[src/rtl/ice_uart_rx.sv]
// ICE debug link UART receiver: 8N1 deserialiser feeding a show-ahead byte FIFO.
// Framing and overrun conditions are latched in sticky flags until I_CLR_ERR.
module ice_uart_rx #(
    parameter int unsigned CLKS_PER_BIT = 271,
    parameter int unsigned FIFO_AW      = 4
) (
    input  logic               CLK,
    input  logic               I_NRESET,
    input  logic               I_RX,
    output logic [7:0]         O_DATA,
    output logic               O_VALID,
    input  logic               I_READ,
    output logic [FIFO_AW:0]   O_LEVEL,
    output logic               O_FRAME_ERR,
    output logic               O_OVERRUN,
    input  logic               I_CLR_ERR
);

    localparam int unsigned Depth    = 2 ** FIFO_AW;
    localparam int unsigned HalfBit  = CLKS_PER_BIT / 2;
    localparam logic [15:0] CntLast  = 16'(CLKS_PER_BIT - 1);
    localparam logic [15:0] CntHalf  = 16'(HalfBit - 1);
    localparam logic [FIFO_AW:0] LevelFull = (FIFO_AW + 1)'(Depth);

    typedef enum logic [2:0] {
        StIdle,
        StStart,
        StData,
        StStop,
        StWaitHi
    } state_e;

    // Input synchroniser; resets to the idle (high) line level.
    logic rx_meta_q, rx_sync_q;
    logic rxs;

    always_ff @(posedge CLK or negedge I_NRESET) begin
        if (!I_NRESET) begin
            rx_meta_q <= 1'b1;
            rx_sync_q <= 1'b1;
        end else begin
            rx_meta_q <= I_RX;
            rx_sync_q <= rx_meta_q;
        end
    end

    assign rxs = rx_sync_q;

    // Receive FSM
    state_e      state_q, state_d;
    logic [15:0] cnt_q, cnt_d;
    logic [2:0]  bit_q, bit_d;
    logic [7:0]  shift_q, shift_d;
    logic        push;
    logic        frame_evt;

    always_comb begin
        state_d   = state_q;
        cnt_d     = cnt_q + 16'd1;
        bit_d     = bit_q;
        shift_d   = shift_q;
        push      = 1'b0;
        frame_evt = 1'b0;
        unique case (state_q)
            StIdle: begin
                cnt_d = '0;
                if (!rxs) begin
                    state_d = StStart;
                end
            end
            StStart: begin
                // Half a bit in: confirm the start bit and re-centre the sample point.
                if (cnt_q == CntHalf) begin
                    cnt_d   = '0;
                    bit_d   = '0;
                    state_d = rxs ? StIdle : StData;
                end
            end
            StData: begin
                if (cnt_q == CntLast) begin
                    cnt_d   = '0;
                    shift_d = {rxs, shift_q[7:1]};
                    bit_d   = bit_q + 3'd1;
                    if (bit_q == 3'd7) begin
                        state_d = StStop;
                    end
                end
            end
            StStop: begin
                if (cnt_q == CntLast) begin
                    cnt_d = '0;
                    if (rxs) begin
                        push    = 1'b1;
                        state_d = StIdle;
                    end else begin
                        frame_evt = 1'b1;
                        state_d   = StWaitHi;
                    end
                end
            end
            StWaitHi: begin
                cnt_d = '0;
                if (rxs) begin
                    state_d = StIdle;
                end
            end
            default: begin
                cnt_d   = '0;
                state_d = StIdle;
            end
        endcase
    end

    always_ff @(posedge CLK or negedge I_NRESET) begin
        if (!I_NRESET) begin
            state_q <= StIdle;
            cnt_q   <= '0;
            bit_q   <= '0;
            shift_q <= '0;
        end else begin
            state_q <= state_d;
            cnt_q   <= cnt_d;
            bit_q   <= bit_d;
            shift_q <= shift_d;
        end
    end

    // Show-ahead FIFO; pointers carry one extra bit so full and empty are distinct.
    logic [7:0]       mem_q [Depth];
    logic [FIFO_AW:0] wr_ptr_q, wr_ptr_d;
    logic [FIFO_AW:0] rd_ptr_q, rd_ptr_d;
    logic [FIFO_AW:0] level;
    logic             empty, full;
    logic             pop, wr_en, overrun_evt;
    logic             frame_err_q, frame_err_d;
    logic             overrun_q, overrun_d;

    always_comb begin
        level       = wr_ptr_q - rd_ptr_q;
        empty       = (level == '0);
        full        = (level == LevelFull);
        pop         = I_READ & ~empty;
        wr_en       = push & (~full | pop);
        overrun_evt = push & full & ~pop;
        wr_ptr_d    = wr_ptr_q + {{FIFO_AW{1'b0}}, wr_en};
        rd_ptr_d    = rd_ptr_q + {{FIFO_AW{1'b0}}, pop};
        // Error events take priority over a simultaneous clear.
        frame_err_d = (frame_err_q & ~I_CLR_ERR) | frame_evt;
        overrun_d   = (overrun_q & ~I_CLR_ERR) | overrun_evt;
    end

    always_ff @(posedge CLK or negedge I_NRESET) begin
        if (!I_NRESET) begin
            wr_ptr_q    <= '0;
            rd_ptr_q    <= '0;
            frame_err_q <= 1'b0;
            overrun_q   <= 1'b0;
        end else begin
            wr_ptr_q    <= wr_ptr_d;
            rd_ptr_q    <= rd_ptr_d;
            frame_err_q <= frame_err_d;
            overrun_q   <= overrun_d;
        end
    end

    always_ff @(posedge CLK) begin
        if (wr_en) begin
            mem_q[wr_ptr_q[FIFO_AW-1:0]] <= shift_q;
        end
    end

    assign O_VALID     = ~empty;
    assign O_LEVEL     = level;
    assign O_DATA      = empty ? 8'h00 : mem_q[rd_ptr_q[FIFO_AW-1:0]];
    assign O_FRAME_ERR = frame_err_q;
    assign O_OVERRUN   = overrun_q;

endmodule

[config.mk]
export PLATFORM = sky130hd
export DESIGN_NAME = ice_uart_rx
export DESIGN_NICKNAME = d
export VERILOG_FILES = /design/src/rtl/ice_uart_rx.sv
export SDC_FILE = /design/constraint.sdc
export NUM_CORES = 1
export LEC_CHECK = 0
export ABC_CLOCK_PERIOD_IN_PS = 4110
export CELL_PAD_IN_SITES_DETAIL_PLACEMENT = 1
export CELL_PAD_IN_SITES_GLOBAL_PLACEMENT = 2
export CORE_MARGIN = 1
export CORE_UTILIZATION = 25
export CTS_CLUSTER_SIZE = 20
export DETAILED_ROUTE_END_ITERATION = 8
export HOLD_SLACK_MARGIN = 0.12
export PLACE_DENSITY = 0.6
export SYNTH_ARGS = -nofsm -noshare
export SYNTH_HDL_FRONTEND = slang
export SYNTH_SLANG_ARGS = --single-unit
export TNS_END_PERCENT = 10
[constraint.sdc]
create_clock -name CLK -period 4.11 [get_ports CLK]
set_clock_uncertainty 0.15 [all_clocks]
set_input_delay 0.822 -clock CLK [delete_from_list [all_inputs] [get_ports CLK]]
set_output_delay 0.822 -clock CLK [all_outputs]
set_load 0.05 [all_outputs]
Word level (Yosys, flattened, before mapping):

Memories as Yosys holds them, arrays and structs flattened.
Index checks and enable logic that the tools add are counted.

* register bits: 44
* logic and storage cells: 74
* output and inout port bits: 16
* memories: 1
* RAM bits: 128
* input port bits: 5

Memory list
* mem_q: words 16, bits a word 8, read ports 1, clocked after memory_dff 0, wr ports 1, line 129 `logic [7:0] mem_q [Depth];`

* equality and inequality tests: 14
* multiplexer cells: 24
* bitwise gates (word level): 13
* reductions and logical operators: 7
* add/subtract/negate cells: 5

Operators with widths (count)
* $mux 16: 2
* $pmux 16 s2: 1
* $mux 3: 9
* $add 16x1->16 const B: 1
* $eq 16x8->1 const B: 1
* $eq 16x9->1 const B: 1
* $pmux 3 s5: 1
* $ne 2x2->1 const B: 6
* $add 5x1->5: 2
* $mux 1: 8
* $mux 8: 1
* $and 1x1->1: 6
* $eq 3x2->1 const B: 2
* $eq 3x3->1 const B: 2
* $pmux 3 s2: 1
* $reduce_and 6->1: 1
* $eq 5x5->1 const B: 1
* $logic_not 5->1: 1
* $sub 5x5->5: 1
* $not 1->1: 4
* $add 3x1->3 const B: 1
* $eq 3x1->1 const B: 1
* $logic_not 3->1: 1
* $or 1x1->1: 3
* 5 further kinds: 5

Longest topological paths before layout:

Gate-level depths: netlist of run 1.

* depth after elaboration: 8
* gate-level depth with buffers: 15
* mapped depth without buffers: 13

Worst setup path after synthesis of run 1:

No wires, ideal clock.

* path type: register -> output
* start: reg rd_ptr_q[1]
* end: out O_DATA[0]
* arrival time: 3.523 ns
* data required time: 3.138 ns
* buffers on the path: 2
* setup slack: -0.385 ns
* cell stages (with the launch flop): 10
* cells stage by stage: dfrtp_1 > clkbuf_1 > clkbuf_1 > inv_1 > fa_1 > a21o_1 > a21oi_1 > xnor2_1 > nor3_1 > a21oi_1

* longest elaborated chain between the ends: 3
* elaborated cells between the ends (all ways): 4
* those cells by class: add/sub (1); mux (1); reduce/logical (1); memory (1)

RTL lines
* start: declaration: line 131 `logic [FIFO_AW:0] rd_ptr_q, rd_ptr_d;`
* start signal: assignment: line 160 `rd_ptr_q <= rd_ptr_d;`
* $sub 5x5->5: line 139 `level = wr_ptr_q - rd_ptr_q;`
* via O_LEVEL[4]: line 13 `output logic [FIFO_AW:0] O_LEVEL,`
* $logic_not 5->1: line 140 `empty = (level == '0);`
* $mux 8: line 174 `assign O_DATA = empty ? 8'h00 : mem_q[rd_ptr_q[FIFO_AW-1:0]];`
* end: declaration: line 10 `output logic [7:0] O_DATA,`

The timed path passes the listed nets, and every way through them passes these cells.

Final worst setup path of run 1:

* start: reg wr_ptr_q[0]
* end: out O_DATA[4]

* longest elaborated chain between the ends: 3

RTL lines
* start: declaration: line 130 `logic [FIFO_AW:0] wr_ptr_q, wr_ptr_d;`
* start signal: assignment: line 159 `wr_ptr_q <= wr_ptr_d;`
* $sub 5x5->5: line 139
* $logic_not 5->1: line 140
* $mux 8: line 174

No other way between the ends.

==> results of run 1 <==
## worst paths after layout
kind / start / end
max in group asynchronous: I_NRESET / rx_sync_q
hold reg to reg: rx_meta_q / rx_sync_q
hold / removal: rx_meta_q / rx_sync_q
setup / recovery: wr_ptr_q[0] / O_DATA[4]
setup reg to reg: cnt_q[0] / mem_q[11][7]
min in group asynchronous: I_NRESET / cnt_q[10]
## power groups by stage
stage	clock network (mW)	registers (mW)	logic, mW
finish	1.62	1.90	1.51
CTS	1.66	1.90	1.54
global route	1.72	1.90	1.60
global placement	0	1.94	1.53
detailed placement	0	1.94	1.54
floorplan	0	1.93	1.07
## sequential cells by signal (all words and copies together) (netlist names)
register,count
state_q,3
wr_ptr_q,5
rd_ptr_q,5
O_OVERRUN,1
mem_q,128
rx_sync_q,1
rx_meta_q,1
bit_q,3
cnt_q,16
O_FRAME_ERR,1
shift_q,8
## layout make-up
class / instances / area [µm²] / area share
flip-flops and latches: 172 / 4950 / 0.577
multi-input cells: 212 / 2130 / 0.249
well taps: 378 / 473 / 0.0552
clock buffers: 17 / 425 / 0.0496
repair buffers: 41 / 348 / 0.0406
clock inverters: 15 / 186 / 0.0217
inverters: 16 / 60.1 / 0.00700
## critical path: stages (launching register included)
cell and delay, ps:
dfrtp_1 420, inv_1 100, ha_1 140, inv_1 60
fa_1 420, a21o_1 200, a21oi_1 240, xnor2_2 160
nor3_2 220, buf_4 260, a21oi_2 60, buf_4 190
## cell usage after synthesis, drive strengths merged, types with 3 or more instances
cell type and number:
xor2 11, a22oi 16, clkbuf 10, ha 12, a21oi 12, nor3 3
nor2 27, nand3 12, mux4 32, or4 4, xnor2 13, or3 4
o21ai 4, mux2 9, nor4 18, edfxtp 128, buf 6, inv 16
nand2 10, nand4 3, dfrtp 42
## stage by stage
stage | power (mW) | hold WS [ps] | instance area (µm²) | util
final | 5.03 | 211 | 8580 | 0.308
after global routing | 5.23 | 215 | 8580 | 0.308
after CTS | 5.10 | 210 | 8580 | 0.308
after detailed placement | 3.48 | 199 | 7960 | 0.286
after global placement | 3.47 | 197 | 7960 | 0.286
after floorplan | 3.00 | 195 | 7190 | -
## layer usage
layer | part of all wire | GRT usage
met5 | 0 | 0
met4 | 0.015 | 0.0403
met3 | 0.021 | 0.0258
met2 | 0.53 | 0.214
met1 | 0.44 | 0.147
## logic make-up (layout without fill, tap and decap cells)
group,count (synthesis),count (layout),share of synthesized area
xor gates and xnor gates,24,24,0.0297
adders and majority gates,13,13,0.0240
muxes,41,41,0.118
buffers and inverters,32,89,0.0198
AOI/OAI and AO/OA,38,38,0.0353
DFF,172,172,0.699
and+or+nand+nor,96,96,0.0742
==> impl_metrics.json, run 1 <==
{
  "critPathArrivalTime_ps": 2910,
  "first_iter_violations": 151,
  "setup_viol": 0,
  "antenna_found_initial": 0,
  "syn_inst": 416,
  "placedCellCount": 819,
  "setup.worst_path.start_class": "flip-flop",
  "holdCritPathClass": "flip-flop to flip-flop",
  "min_period_over_period": 0.944,
  "hpwlAfterDp_um": 10700,
  "dieArea_mm2": 0.0290,
  "outcome": "finished, final reports clean",
  "fin_ws_ps": 230,
  "path_max_fanout": 10,
  "ys_warn_count": 0,
  "grtUsageTotal": 0.122,
  "fin_tns_setup_ps": 0,
  "rr_worst_depth": 7,
  "synth_top_cell_area_share": 0.543,
  "globalplace.congestion": 0.745,
  "core_area_mm2": 0.0279,
  "overflow": 0,
  "grt_pass1_vias": 4177,
  "finalHoldViolCount": 0,
  "p_int_mw": 3.23,
  "postCtsSetupBuffers": 0,
  "grt_max_degree": 35,
  "start_util": 0.254,
  "postSynthAreaPerCell_um2": 17.0,
  "diodes": 0,
  "routed_wl_um": 16300,
  "area_growth_pct": 21.1,
  "peakVddDrop_mv": 0.332,
  "rsz0062_at_grt": "no",
  "std_cell_rows": 61,
  "maxCapViolCount": 0,
  "drc_errors": 0,
  "htree_levels": 4,
  "num-nets-final": 478,
  "tightest_slew_ps": 950,
  "required_ps": 3140,
  "synthFlopType": "edfxtp_1",
  "combPwrFrac": 0.299,
  "clk_latency_ps": 440,
  "critPathCaptureType": "output port",
  "grt_pass1_wl_um": 25400,
  "clkTransAtPathRegs_ps": 70,
  "die_x_um": 170,
  "cts_tree": "built",
  "n_fill_cell": 2871,
  "async_flop_share": 0.256,
  "total_leakage_power_nw": 2.69,
  "p_sw_mw": 1.80,
  "seq_area_frac_synth": 0.699,
  "p_seq_frac": 0.378,
  "layout_common_cells": "edfxtp_1, dfrtp_1, mux4_2",
  "syn_nets": 434,
  "clock-sinks": 172,
  "maxSlewViolCount": 0,
  "post_drt_via_cell_ratio": 4.41,
  "critical_path_class": "flip-flop to output port",
  "synth-edff-count": 128,
  "power_density_mw_per_mm2": 586,
  "drt-wirelength-per-cell_um": 19.1,
  "ys_types": 45,
  "rrSetupSlack_ps": 530,
  "layout-drive-gt1-share": 0.298,
  "synthTopCellsByArea": "edfxtp_1, dfrtp_1, mux4_2",
  "final_cell_count_no_fill": 851,
  "clkPwrFrac": 0.322,
  "ys_seq_elements": 172,
  "hold_buffers": 0,
  "final_common_cell": "edfxtp_1",
  "clk_path_buf_depth": 2,
  "synth_top_area_cell": "edfxtp_1",
  "io_pins": 21,
  "worstHoldPathCells": 0,
  "post_cts_resized": 0,
  "relSlewSlack": 0.362,
  "cts_made_buffers": 17,
  "p_sw_frac": 0.358,
  "port_buffers": 20,
  "min_period_ps": 3880,
  "max_freq_ghz": 0.258,
  "netlist_area_mm2": 0.00708,
  "place_ws_ps": 520,
  "chipHeight_um": 170,
  "via_count": 3756,
  "ant_nets": 0,
  "first_pass_iters": 4,
  "clock-root-buffer": "clkbuf_16"
}
(Power assumes the default switching activity.)
==> run 2, diff against run 1 <==
- ABC_CLOCK_PERIOD_IN_PS: 4110 -> not set
==> results of run 2 <==
The final DEF is identical to that of run 1; final timing and power are the same.
==> run 3, diff against run 2 <==
- GPL_ROUTABILITY_DRIVEN: not set -> 0
==> results of run 3 <==
The final DEF is identical to that of run 1; final timing and power are the same.
